`src/rtl/led_seq_ctrl.sv`:
```
// led_seq_ctrl -- sequencing controller for the one-hot LED position bank.
//
// Takes the debounced left/right button levels and turns them into events.
// A single press opens a short chord window. A press of the other button
// inside that window commits a CHORD; otherwise SINGLE(first button) commits
// when the window expires. Events step the LED manually, or switch between
// MANUAL and timer-driven auto rotation (AUTO_R / AUTO_L).
//
// Optional build macro: LED_SEQ_SPEED_EN. When it is defined, a same-direction
// SINGLE in an AUTO state bumps a 2-bit speed that halves the auto period per
// step. When it is undefined, the speed stays fixed at 0.
//
// Parameters:
//   WIDTH      LED count / rotation width (>= 2)
//   CHORD_WIN  cycles a first press waits for its partner (>= 2)
//   TICK_DIV   auto-step period in cycles at speed 0 (>= 8)
// Ports:
//   clk    in   single clock, rising edge
//   rst_n  in   asynchronous active-low reset
//   left   in   debounced left level, active high
//   right  in   debounced right level, active high
//   led    out  WIDTH-bit one-hot position (registered)
//   mode   out  00 MANUAL, 01 AUTO_R, 10 AUTO_L (registered)
//   busy   out  chord window open (registered)
module led_seq_ctrl #(
    parameter int WIDTH     = 4,
    parameter int CHORD_WIN = 1_200_000,
    parameter int TICK_DIV  = 12_000_000
) (
    input  logic             clk,
    input  logic             rst_n,
    input  logic             left,
    input  logic             right,
    output logic [WIDTH-1:0] led,
    output logic [1:0]       mode,
    output logic             busy
);

    localparam int WIN_W  = $clog2(CHORD_WIN);
    localparam int TICK_W = $clog2(TICK_DIV);
    localparam logic [WIN_W-1:0] WIN_LAST = WIN_W'(CHORD_WIN - 1);

    localparam logic [1:0] MODE_MANUAL = 2'b00;
    localparam logic [1:0] MODE_AUTO_R = 2'b01;
    localparam logic [1:0] MODE_AUTO_L = 2'b10;

    logic              left_q_r, right_q_r;
    logic              left_press_s, right_press_s;
    logic              busy_r, busy_nxt_s;
    logic              first_right_r, first_right_nxt_s;
    logic [WIN_W-1:0]  win_cnt_r, win_cnt_nxt_s;
    logic              commit_single_s, commit_chord_s;
    logic [1:0]        mode_r, mode_nxt_s;
    logic [WIDTH-1:0]  led_r, led_nxt_s;
    logic [WIDTH-1:0]  rot_right_s, rot_left_s;
    logic [TICK_W-1:0] tick_cnt_r, tick_nxt_s;
    logic [TICK_W-1:0] tick_last_s;
    logic [31:0]       period_s;
    logic [1:0]        speed_s;
`ifdef LED_SEQ_SPEED_EN
    logic [1:0]        speed_r, speed_nxt_s;
    assign speed_s = speed_r;
`else
    assign speed_s = 2'b00;
`endif

    // The _q registers reset to 1 so a button held through reset is not a press.
    assign left_press_s  = left  & ~left_q_r;
    assign right_press_s = right & ~right_q_r;

    assign rot_right_s = {led_r[0], led_r[WIDTH-1:1]};
    assign rot_left_s  = {led_r[WIDTH-2:0], led_r[WIDTH-1]};

    assign period_s    = 32'(TICK_DIV) >> speed_s;
    assign tick_last_s = TICK_W'(period_s - 32'd1);

    // Chord window arbitration: opens on a first press, commits CHORD or SINGLE.
    always_comb begin
        busy_nxt_s        = busy_r;
        first_right_nxt_s = first_right_r;
        win_cnt_nxt_s     = win_cnt_r;
        commit_single_s   = 1'b0;
        commit_chord_s    = 1'b0;
        if (!busy_r) begin
            if (left_press_s && right_press_s) begin
                commit_chord_s = 1'b1;
            end else if (left_press_s || right_press_s) begin
                busy_nxt_s        = 1'b1;
                win_cnt_nxt_s     = {WIN_W{1'b0}};
                first_right_nxt_s = right_press_s;
            end else begin
                win_cnt_nxt_s = {WIN_W{1'b0}};
            end
        end else begin
            // Partner press beats expiry, so a chord in the last window cycle still counts.
            if ((first_right_r && left_press_s) || (!first_right_r && right_press_s)) begin
                commit_chord_s = 1'b1;
                busy_nxt_s     = 1'b0;
                win_cnt_nxt_s  = {WIN_W{1'b0}};
            end else if (win_cnt_r == WIN_LAST) begin
                commit_single_s = 1'b1;
                busy_nxt_s      = 1'b0;
                win_cnt_nxt_s   = {WIN_W{1'b0}};
            end else begin
                win_cnt_nxt_s = win_cnt_r + {{(WIN_W-1){1'b0}}, 1'b1};
            end
        end
    end

    // Event actions and auto tick; a commit always wins over a same-cycle wrap.
    always_comb begin
        mode_nxt_s = mode_r;
        led_nxt_s  = led_r;
        tick_nxt_s = tick_cnt_r;
`ifdef LED_SEQ_SPEED_EN
        speed_nxt_s = speed_r;
`endif
        if (commit_chord_s || commit_single_s) begin
            tick_nxt_s = {TICK_W{1'b0}};
            case (mode_r)
                MODE_MANUAL: begin
                    if (commit_chord_s) begin
                        mode_nxt_s = MODE_AUTO_R;
                    end else if (first_right_r) begin
                        led_nxt_s = rot_right_s;
                    end else begin
                        led_nxt_s = rot_left_s;
                    end
                end
                MODE_AUTO_R, MODE_AUTO_L: begin
                    if (commit_chord_s) begin
                        mode_nxt_s = MODE_MANUAL;
`ifdef LED_SEQ_SPEED_EN
                        speed_nxt_s = 2'b00;
`endif
                    end else if (first_right_r != (mode_r == MODE_AUTO_R)) begin
                        // Opposite-direction press reverses rotation.
                        mode_nxt_s = first_right_r ? MODE_AUTO_R : MODE_AUTO_L;
                    end else begin
`ifdef LED_SEQ_SPEED_EN
                        speed_nxt_s = speed_r + 2'b01;
`else
                        // Same-direction press only restarts the period.
                        tick_nxt_s = {TICK_W{1'b0}};
`endif
                    end
                end
                default: begin
                    mode_nxt_s = MODE_MANUAL;
                end
            endcase
        end else if (mode_r != MODE_MANUAL) begin
            if (tick_cnt_r == tick_last_s) begin
                tick_nxt_s = {TICK_W{1'b0}};
                led_nxt_s  = (mode_r == MODE_AUTO_R) ? rot_right_s : rot_left_s;
            end else begin
                tick_nxt_s = tick_cnt_r + {{(TICK_W-1){1'b0}}, 1'b1};
            end
        end else begin
            tick_nxt_s = {TICK_W{1'b0}};
        end
    end

    // State registers; reset aborts any open window and pending tick.
    always_ff @(posedge clk or negedge rst_n) begin
        if (!rst_n) begin
            left_q_r      <= 1'b1;
            right_q_r     <= 1'b1;
            busy_r        <= 1'b0;
            first_right_r <= 1'b0;
            win_cnt_r     <= {WIN_W{1'b0}};
            mode_r        <= MODE_MANUAL;
            led_r         <= {{(WIDTH-1){1'b0}}, 1'b1};
            tick_cnt_r    <= {TICK_W{1'b0}};
`ifdef LED_SEQ_SPEED_EN
            speed_r       <= 2'b00;
`endif
        end else begin
            left_q_r      <= left;
            right_q_r     <= right;
            busy_r        <= busy_nxt_s;
            first_right_r <= first_right_nxt_s;
            win_cnt_r     <= win_cnt_nxt_s;
            mode_r        <= mode_nxt_s;
            led_r         <= led_nxt_s;
            tick_cnt_r    <= tick_nxt_s;
`ifdef LED_SEQ_SPEED_EN
            speed_r       <= speed_nxt_s;
`endif
        end
    end

    assign led  = led_r;
    assign mode = mode_r;
    assign busy = busy_r;

endmodule

```
`config.mk`:
```
export PLATFORM = sky130hd
export DESIGN_NAME = led_seq_ctrl
export DESIGN_NICKNAME = d
export VERILOG_FILES = /design/src/rtl/led_seq_ctrl.sv
export SDC_FILE = /design/constraint.sdc
export NUM_CORES = 1
export LEC_CHECK = 0
export BUFFER_PORTS_ARGS = -buffer_cell sky130_fd_sc_hd__buf_2
export CAP_MARGIN = 0
export CELL_PAD_IN_SITES_DETAIL_PLACEMENT = 0
export CELL_PAD_IN_SITES_GLOBAL_PLACEMENT = 1
export CORE_UTILIZATION = 43
export DETAILED_ROUTE_END_ITERATION = 7
export GPL_ROUTABILITY_DRIVEN = 1
export PLACE_DENSITY = 0.72
export SYNTH_ARGS = -nofsm -noshare
export SYNTH_HDL_FRONTEND = slang
export SYNTH_SLANG_ARGS = --single-unit
```
`constraint.sdc`:
```
create_clock -name clk -period 2.3 [get_ports clk]
set_input_delay 0.23 -clock clk [delete_from_list [all_inputs] [get_ports clk]]
set_output_delay 0.23 -clock clk [all_outputs]
set_load 0.02 [all_outputs]
```
# Yosys cells after proc, flatten, opt, wreduce, memory -nomap -nowiden
# Cells that the tools add are included.
[totals]
reg_bits = 55
input_bits = 4
out_inout_bits = 7
[classes]
add_sub_neg = 2
eq_ne = 10
mux = 30
bitwise_logic = 6
reduce_logical = 15
[ops]
columns = ["op", "n"]
rows = [
  ["21-bit 2-to-1 mux", 4],
  ["24-bit 2-to-1 mux", 3],
  ["4-bit 2-to-1 mux", 7],
  ["24-bit by 1-bit adder with 24-bit output (second input constant)", 1],
  ["24-bit equality test (second input constant)", 1],
  ["21-bit by 1-bit adder with 21-bit output (second input constant)", 1],
  ["21-bit equality test (second input constant)", 1],
  ["1-bit 2-to-1 mux", 11],
  ["2-bit 2-to-1 mux", 4],
  ["2-bit != test (second input constant)", 3],
  ["3-bit AND reduction", 2],
  ["2-bit nonzero test", 3],
  ["1-bit inverter", 4],
  ["2-bit case mux with 2 select lines", 1],
  ["4-bit AND reduction", 1],
  ["1-bit logical AND", 3],
  ["1-bit logical OR", 3],
  ["3-bit != test (second input constant)", 1],
  ["1-bit bitwise AND", 2],
  ["2-bit by 1-bit equality test with 1-bit output (second input constant)", 1],
  ["2-bit equality test (second input constant)", 1],
  ["2-bit zero test", 1],
  ["2-bit by 1-bit != test with 1-bit output (second input constant)", 1],
  ["2-bit OR reduction", 1],
  ["other kinds (2)", 2],
]

# Longest topological paths before layout
# Gate-level depths: netlist (run 1).
[depth]
depth_word = 9
ltp_mapped = 9
mapped_depth_nobuf = 9

# Least setup slack after synthesis (run 1)
# Ideal clock, no wire load.
[synth_path]
path_kind = "register to register"
start = "register right_q_r"
end = "register led_r[2] (netlist: led[2])"
setup_ns = 0.125
arrival_time_ns = 2.384
required_ns = 2.175
path_slack_ns = -0.209
path_stages_with_launch = 10
n_path_buf = 0
path_cell_list = "dfstp_2 nand2b_1 inv_1 ha_1 nor2_1 a211oi_1 a311o_1 a311oi_2 mux2_1 mux2_2"
[synth_via]
elab_chain_len = 9
word_cells_on_any_way = 17
classes_between = "eq/ne (2); mux (6); bitwise (2); reduce/logical (7)"
[synth_rtl]
columns = ["element", "line_no", "source"]
rows = [
  ["from (decl)", "47", "logic left_q_r, right_q_r;"],
  ["from (signal assigned)", "180", "right_q_r <= right;"],
  ["1-bit inverter *", "69", "assign right_press_s = right & ~right_q_r;"],
  ["1-bit bitwise AND *", "69", ""],
  ["named net right_press_s", "48", "logic left_press_s, right_press_s;"],
  ["1-bit logical AND", "96", "if ((first_right_r && left_press_s) || (!first_right_r && right_press_s)) begin"],
  ["1-bit logical OR", "96", ""],
  ["1-bit 2-to-1 mux", "96", ""],
  ["1-bit 2-to-1 mux", "84", "if (!busy_r) begin"],
  ["1-bit logical OR", "118", "if (commit_chord_s || commit_single_s) begin"],
  ["2-bit by 1-bit != test with 1-bit output (no source line), or another cell as far along", "n/a", ""],
  ["4-bit AND reduction (no source line)", "n/a", ""],
  ["to (signal assigned)", "173", "led_r <= {{(WIDTH-1){1'b0}}, 1'b1};"],
  ["to (signal assigned)", "185", "led_r <= led_nxt_s;"],
  ["to (decl)", "54", "logic [WIDTH-1:0] led_r, led_nxt_s;"],
]
# Mark *: on every way through the listed nets, which the timed path passes. The rest lies on a longest branch.
# A chain may end at the register's enable or synchronous reset.

# Worst setup path after layout (run 1)
[layout_path]
start = "register left_q_r"
end = "register led_r[3] (netlist: led[3])"
[layout_via]
elab_chain_len = 9
word_cells_on_any_way = 17
classes_between = "eq/ne (2); mux (6); bitwise (2); reduce/logical (7)"
[layout_rtl]
columns = ["element", "line_no", "source"]
rows = [
  ["from (decl)", "47", ""],
  ["from (signal assigned)", "179", "left_q_r <= left;"],
  ["1-bit inverter *", "68", "assign left_press_s = left & ~left_q_r;"],
  ["1-bit bitwise AND *", "68", ""],
  ["1-bit logical AND", "96", ""],
  ["1-bit logical OR", "96", ""],
  ["1-bit 2-to-1 mux", "96", ""],
  ["1-bit 2-to-1 mux", "84", ""],
  ["1-bit logical OR", "118", ""],
  ["2-bit by 1-bit != test with 1-bit output (no source line), or another cell as far along", "n/a", ""],
  ["4-bit AND reduction (no source line)", "n/a", ""],
]
# Every way passes the cells marked *; elsewhere a longest branch is shown, timed or not.

==> run_results.csv, run 1 <==
group,metric,value,unit
pwr,irDropWorstVdd,0.390,mV
logic_synthesis,synth_simple_gate_area_frac,0.243,
logic_synthesis,synthMuxAreaShare,0.0383,
clock_tree,cts_tree,"yes",
drt,routed-wl-met2,2690,um
logic_synthesis,syn-num-nets,315,
place,placed_cells,407,
logic_synthesis,yosys_register_bits,55,
logic_synthesis,synth_common_cells,"52 x dfrtp_1, 47 x nor2_1, 23 x o21ai_0, 21 x nand2_1, 17 x nand3_1",
global_route,grt_max_degree,37,
sta,report.final.slew_viol_count,0,
place,dpl.hpwl,3960,um
setup_path,cp.buffers_inverters,2,
floorplan,die_height,84.2,um
global_route,antenna_found_initial,0,
place,dp_slack,-101,ps
drt,vias,2256,
drt,drc,2,
worst_hold_path,worstHoldPathType,"input pin to flip-flop",
pwr,leakagePower,1.52,nW
clock_tree,clk_pin_slew,100,ps
sta,fmax,428,MHz
logic_synthesis,synth_enable_flop_cells,0,
drt,antenna_left,0,
sta,setup_viol,4,
pwr,power.total,2.64,mW
setup_path,crit_path_end_kind,"flip-flop",
clock_tree,clockRootBuffer,"clkbuf_8",
logic_synthesis,synth.area.top_cells,"dfrtp_1 45%, nor2_1 6.1%, xor2_1 4.2%",
logic_synthesis,yosysWarnings,0,
run_status,violations,"design-rule violations, negative setup slack",
floorplan,core,6420,um2
clock_tree,clockBufferDepth,2,
drt,wl,5690,um
logic_synthesis,synth_flop_cell,"dfrtp_1",
logic_synthesis,synth_top_family_by_area,"simple AND/OR/NAND/NOR gates",
setup_path,crit_fanout,4,
clock_tree,clock_sinks,55,
sta,tightest_slew,532,ps
setup_path,crit_chain,"nand2b_4 -> inv_2 -> ha_4 -> nor2_4 -> a211oi_2 -> a311o_1 -> a311oi_2 -> buf_4 -> mux2_4 -> mux2_4",
logic_synthesis,synth-async-reset-ratio,1.00,
sta,fin_crit,2340,ps
layout,nNetsFinal,350,
logic_synthesis,netlist_instances,304,
setup_path,crit_top_cell,"mux2_4",
logic_synthesis,ys_seq_area_frac,0.475,
floorplan,ios,11,
clock_tree,htreeDepth,2,
clock_tree,clk_latency,310,ps
logic_synthesis,avgSynthCellArea,9.56,um2
setup_path,required,2500,ps
layout,design_area,3410,um2
setup_path,start_kind,"flip-flop",
floorplan,dieArea,7090,um2
setup_path,cp_slowest_stage_delay,540,ps
logic_synthesis,synth_compound_area_frac,0.107,
sta,finClkSkew,10.5,ps
setup_path,critPathKind,"flip-flop to flip-flop",
logic_synthesis,synth_cell_types,46,
sta,relSlewSlack,0.644,
drt,post_drt_wl_per_cell,13.6,um
place,placed_area,3270,um2
run_status,status,"complete, but fails checks",
drt,dr_wl_met3,109,um
flow_run,maxCapViolations,0,
setup_path,critPathSlowestCell,"dfstp_2",
drt,wl_met1,2800,um
floorplan,initial_core_util,0.453,
place,gp_congestion,0.852,
logic_synthesis,synth.most_common_cell,"dfrtp_1",
sta,post-route-period-util,1.02,
place,portBuffers,10,
setup_path,arrival,2540,ps
clock_tree,numCtsBuffers,5,
sta,fin_ws,-35.7,ps
global_route,grt_pass1_vias,2137,
setup_path,cp_top_family,"multiplexers",
global_route,grt_usage,0.177,
layout,finalNonFillerCells,417,
drt,via_per_inst,5.41,
layout,area_growth,17.4,%
layout,drive_above_1_share,0.197,
global_route,grt_pass1_wl,10100,um
logic_synthesis,netlist_area,2910,um2
sta,fin_tns_setup,-99.6,ps
logic_synthesis,synthXorXnorAreaFrac,0.0814,
global_route,grt-ovfl-total,0,
layout,num_antenna_cells,0,
logic_synthesis,netlist.area_leader.share,0.448,
logic_synthesis,post-synth-top-area-cell,"dfrtp_1",
floorplan,row_count,29,
floorplan,die_x,84.2,um
drt,drtIter0Drc,67,
sta,hold_viol,0,
drt,routed.top_layer,"met4",
drt,firstDrtPassIters,6,
logic_synthesis,yosys.area_share.adder,0.0301,
pwr,powerDensity,772,nW/um2
sta,rsz0062_at_grt,"yes",
[registers in the layout (all words and copies together) (netlist names)]
register	count
busy	1
win_cnt_r	21
right_q_r	1
mode	2
led	4
first_right_r	1
tick_cnt_r	24
left_q_r	1
[cells by family after synthesis]
logic type | count (synthesis)
compound gates | 49
mux | 10
simple gates | 137
buf+inv | 19
xor+xnor | 27
fa+ha+maj | 7
flops | 55
[metal layers]
layer	vias up	global-route usage
met1	1098	0.245
li1	1134	-
met2	17	0.285
met4	0	0.0549
met3	7	0.0324
met5	-	0
[area by class of cell]
type | instances | area [um2]
clock buffer | 8 | 100
timing repair buffer | 37 | 284
sequential | 55 | 1380
tap | 77 | 96.3
inverter | 10 | 37.5
multi-input combinational | 230 | 1520
fill | 623 | 3010
[placed cells by master (no fill, tap or decap), types with 2 or more instances in the layout]
cell and instances:
dfrtp_1 52, nor2_1 46, o21ai_0 23, buf_4 23
nand2_1 21, nand3_1 17, xor2_1 14, xnor2_1 13
and3_1 10, buf_2 10, inv_1 8, nand4_1 8
nor2b_1 7, o31ai_1 7, a21oi_1 7, clkbuf_8 7
mux2_4 6, ha_1 6, nor4_1 5, nor3_1 4
dfstp_2 3, nand2b_4 2, inv_2 2, nand3b_1 2
and4_1 2, and2_1 2, nand2b_1 2, o41ai_1 2
mux2_2 2, buf_12 2
[power by group]
part           leakage (nW)  internal (mW)  switching (mW)
Clock                0.0515          0.275           0.300
Sequential            0.748           1.03          0.0778
Combinational         0.721          0.403           0.546
Total                  1.52           1.71           0.924
[through the flow]
stage / hold WS (ps) / util
after detailed placement: 228 / 0.510
final: 38.2 / 0.531
after CTS: 29.2 / 0.529
after floorplan: -65.6 / -
after global placement: 220 / 0.510
after global routing: 20.7 / 0.531
[worst reg2reg max path: stages (launching register included)]
cell,delay (ps)
dfstp_2,540
nand2b_4,120
inv_2,40
ha_4,160
nor2_4,110
a211oi_2,50
a311o_1,280
a311oi_2,180
buf_4,180
mux2_4,300
mux2_4,260
[repair_timing]
item	4_1_cts	5_1_grt
resized for setup	3	3
pin swaps	2	0
endpoints found under the setup margin	4	11
endpoints found under the hold margin	18	0
hold buffers	1	0
setup buffers	0	1
[final timing paths]
kind | startpoint | end | slack [ps] | cells past startpoint
max reg2reg | left_q_r$_DFF_PN1_ | led[3]$_DFFE_PN0P_ | -40 | 10
min reg2reg | win_cnt_r[20]$_DFFE_PN0P_ | win_cnt_r[20]$_DFFE_PN0P_ | 480 | 1
min | right | right_q_r$_DFF_PN1_ | 40 | 1
min in group asynchronous | rst_n | first_right_r$_DFFE_PN0P_ | 410 | 2
max in group asynchronous | rst_n | led[0]$_DFFE_PN1P_ | 1290 | 3
max | left_q_r$_DFF_PN1_ | led[3]$_DFFE_PN0P_ | -40 | 10
(Power assumes the default switching activity.)
==> inputs of run 2 (changes only) <==
==> config.mk (replaced) <==
export PLATFORM = sky130hd
export DESIGN_NAME = led_seq_ctrl
export DESIGN_NICKNAME = d
export VERILOG_FILES = /design/src/rtl/led_seq_ctrl.sv
export SDC_FILE = /design/constraint.sdc
export NUM_CORES = 1
export LEC_CHECK = 0
export ABC_AREA = 1
export BUFFER_PORTS_ARGS = -buffer_cell sky130_fd_sc_hd__buf_2
export CAP_MARGIN = 20
export CELL_PAD_IN_SITES_DETAIL_PLACEMENT = 0
export CELL_PAD_IN_SITES_GLOBAL_PLACEMENT = 1
export CORE_UTILIZATION = 42
export DETAILED_ROUTE_END_ITERATION = 7
export GPL_ROUTABILITY_DRIVEN = 1
export PLACE_DENSITY = 0.73
export SYNTH_ARGS = -nofsm -noshare
export SYNTH_HDL_FRONTEND = slang
export SYNTH_SLANG_ARGS = --single-unit
==> run 2 against run 1 <==
Effect of this change: the run now ends clean; worst hold slack worse by 8.2 ps; die area is 20% higher; via count is 21% higher; clock skew is 0.52 ps higher; critical path type is now input pin to flip-flop; sequential share of layout area is 3.0 points lower; highest routed layer unchanged.
==> run_results.csv, run 2 <==
group,metric,value,unit
logic_synthesis,netlist.area_leader.share,0.382,
logic_synthesis,post-synth-top-area-cell,"dfrtp_1",
global_route,grt_usage,0.191,
logic_synthesis,synth-async-reset-ratio,1.00,
logic_synthesis,avgSynthCellArea,7.76,um2
setup_path,required,2510,ps
sta,fmax,483,MHz
drt,vias,2728,
layout,finalCoreUtilization,0.474,
layout,area_growth,8.12,%
logic_synthesis,synth_cell_types,36,
clock_tree,clk_latency,310,ps
pwr,powerDensity,702,nW/um2
setup_path,start_kind,"input pin",
global_route,grt_max_degree,33,
setup_path,critPathKind,"input pin to flip-flop",
drt,antenna_left,0,
logic_synthesis,netlist_instances,439,
sta,fin_crit,2070,ps
logic_synthesis,synth_enable_flop_cells,0,
logic_synthesis,yosys_register_bits,55,
drt,via_per_inst,4.90,
setup_path,arrival,2280,ps
logic_synthesis,synth_flop_cell,"dfrtp_1",
clock_tree,cts_tree,"yes",
clock_tree,numCtsBuffers,5,
pwr,leakagePower,1.63,nW
logic_synthesis,synth.area.top_cells,"dfrtp_1 38%, nand2_1 11%, inv_1 6.5%",
global_route,antenna_found_initial,0,
pwr,irDropWorstVdd,0.567,mV
drt,post_drt_wl_per_cell,12.4,um
sta,tightest_slew,563,ps
layout,fill_cells,797,
worst_hold_path,worstHoldPathType,"input pin to flip-flop",
setup_path,crit_fanout,8,
layout,regMostFlops,"tick_cnt_r",
floorplan,core,7770,um2
setup_path,crit_path_end_kind,"flip-flop",
clock_tree,clockRootBuffer,"clkbuf_8",
clock_tree,cts_resized,0,
floorplan,die_x,92.1,um
layout,layout_common_cells,"99 x nand2_1, 59 x inv_1, 52 x nor2_1, 52 x dfrtp_1, 27 x nand3_1",
clock_tree,clk_pin_slew,100,ps
flow_run,maxCapViolations,0,
logic_synthesis,netlist_area,3410,um2
floorplan,row_count,32,
sta,rsz0062_at_grt,"no",
drt,firstDrtPassIters,4,
sta,setup_viol,0,
sta,report.final.slew_viol_count,0,
logic_synthesis,syn-num-nets,450,
sta,finClkSkew,11.1,ps
layout,num_antenna_cells,0,
sta,hold_viol,0,
place,dpl.hpwl,5260,um
logic_synthesis,synth_common_cells,"99 x nand2_1, 59 x inv_1, 52 x dfrtp_1, 52 x nor2_1, 27 x nand3_1",
layout,nNetsFinal,465,
global_route,grt-ovfl-total,0,
layout,largest_reg_flops,24,
floorplan,die_height,92.1,um
layout,final_common_cell,"nand2_1",
logic_synthesis,ys_seq_area_frac,0.405,
logic_synthesis,synth.most_common_cell,"nand2_1",
drt,wl,6930,um
clock_tree,ctsHoldBuffers,2,
global_route,grt_pass1_wl,13000,um
sta,post-route-period-util,0.900,
clock_tree,clockBufferDepth,2,
floorplan,initial_core_util,0.439,
sta,relSlewSlack,0.625,
clock_tree,post_cts_buffers,0,
floorplan,dieArea,8480,um2
floorplan,ios,11,
place,portBuffers,10,
drt,drc,0,
sta,fin_tns_setup,0,ps
global_route,grt_pass1_vias,2795,
clock_tree,clock_sinks,55,
drt,drtIter0Drc,114,
layout,drive_above_1_share,0.138,
clock_tree,htreeDepth,2,
logic_synthesis,yosysWarnings,0,
run_status,status,"complete, no violations",
place,gp_congestion,0.810,
[run 2: cell types whose count changed after synthesis, sizes merged, moves of 9 or more]
cell   delta
nand3    +15
nor3     +13
inv      +50
nand2    +89
mux2      -9
and3     -10
nor2     +16
[run 2: path summary, 6_finish.rpt]
| kind | from | end | slack [ps] | cells after the start |
|---|---|---|---|---|
| worst max-delay path | right | led[1]$_DFFE_PN0P_ | 230 | 13 |
| worst min-delay path | left | left_q_r$_DFF_PN1_ | 30 | 1 |
| worst max register to register | right_q_r$_DFF_PN1_ | led[1]$_DFFE_PN0P_ | 260 | 12 |
| worst min register to register | tick_cnt_r[0]$_DFF_PN0_ | tick_cnt_r[0]$_DFF_PN0_ | 480 | 1 |
| max in group asynchronous | rst_n | led[0]$_DFFE_PN1P_ | 1230 | 3 |
| min in group asynchronous | rst_n | tick_cnt_r[22]$_DFF_PN0_ | 440 | 2 |
[run 2: where the power goes]
| part | internal, mW | switching, mW | total [mW] |
|---|---|---|---|
| registers | 1.03 | 0.0859 | 1.12 |
| clock network | 0.248 | 0.320 | 0.568 |
| logic | 0.268 | 0.629 | 0.896 |
[run 2: routing by layer]
metal	wire length, um	track usage
met1	3410	0.252
met2	3260	0.327
met3	189	0.0299
met4	74	0.0443
met5	0	0
[run 2: worst max-delay path, stage by stage]
cell           delay (ps)
dlygate4sd3_1         530
buf_2                 120
nand2_1               120
inv_1                  60
ha_1                  200
nor2_1                 90
inv_1                 150
o21ai_1               220
inv_1                 140
a21oi_4               200
nand2_2               100
nand2_1                60
nand2_1                50
[run 2: layout make-up]
type	count	area [um2]	area share
multi-input cells	317	1750	0.475
flip-flops and latches	55	1380	0.375
inverters	60	225	0.0611
well taps	102	128	0.0346
repair buffers	15	105	0.0285
clock buffers	7	86.3	0.0234
clock inverters	1	8.76	0.00238
[run 2: cells by family (layout without fill, tap and decap cells)]
| kind of cell | Yosys count | in the layout | share of synthesized area |
|---|---|---|---|
| simple gates | 245 | 245 | 0.364 |
| buf+inv | 67 | 83 | 0.0812 |
| flops | 55 | 55 | 0.405 |
| compound gates | 46 | 46 | 0.0749 |
| xor+xnor | 19 | 19 | 0.0488 |
| fa+ha+maj | 7 | 7 | 0.0257 |
[run 2: per-stage QoR]
step	setup slack (ps)	hold WS [ps]	instance area [um2]	instances	power (mW)
global placement	341	250	3570	547	2.05
floorplan	507	-65.6	3410	439	1.89
finish	229	30.0	3680	557	2.59
global route	40.2	11.2	3680	557	2.80
detailed placement	259	263	3570	547	2.05
CTS	240	8.65	3680	557	2.64
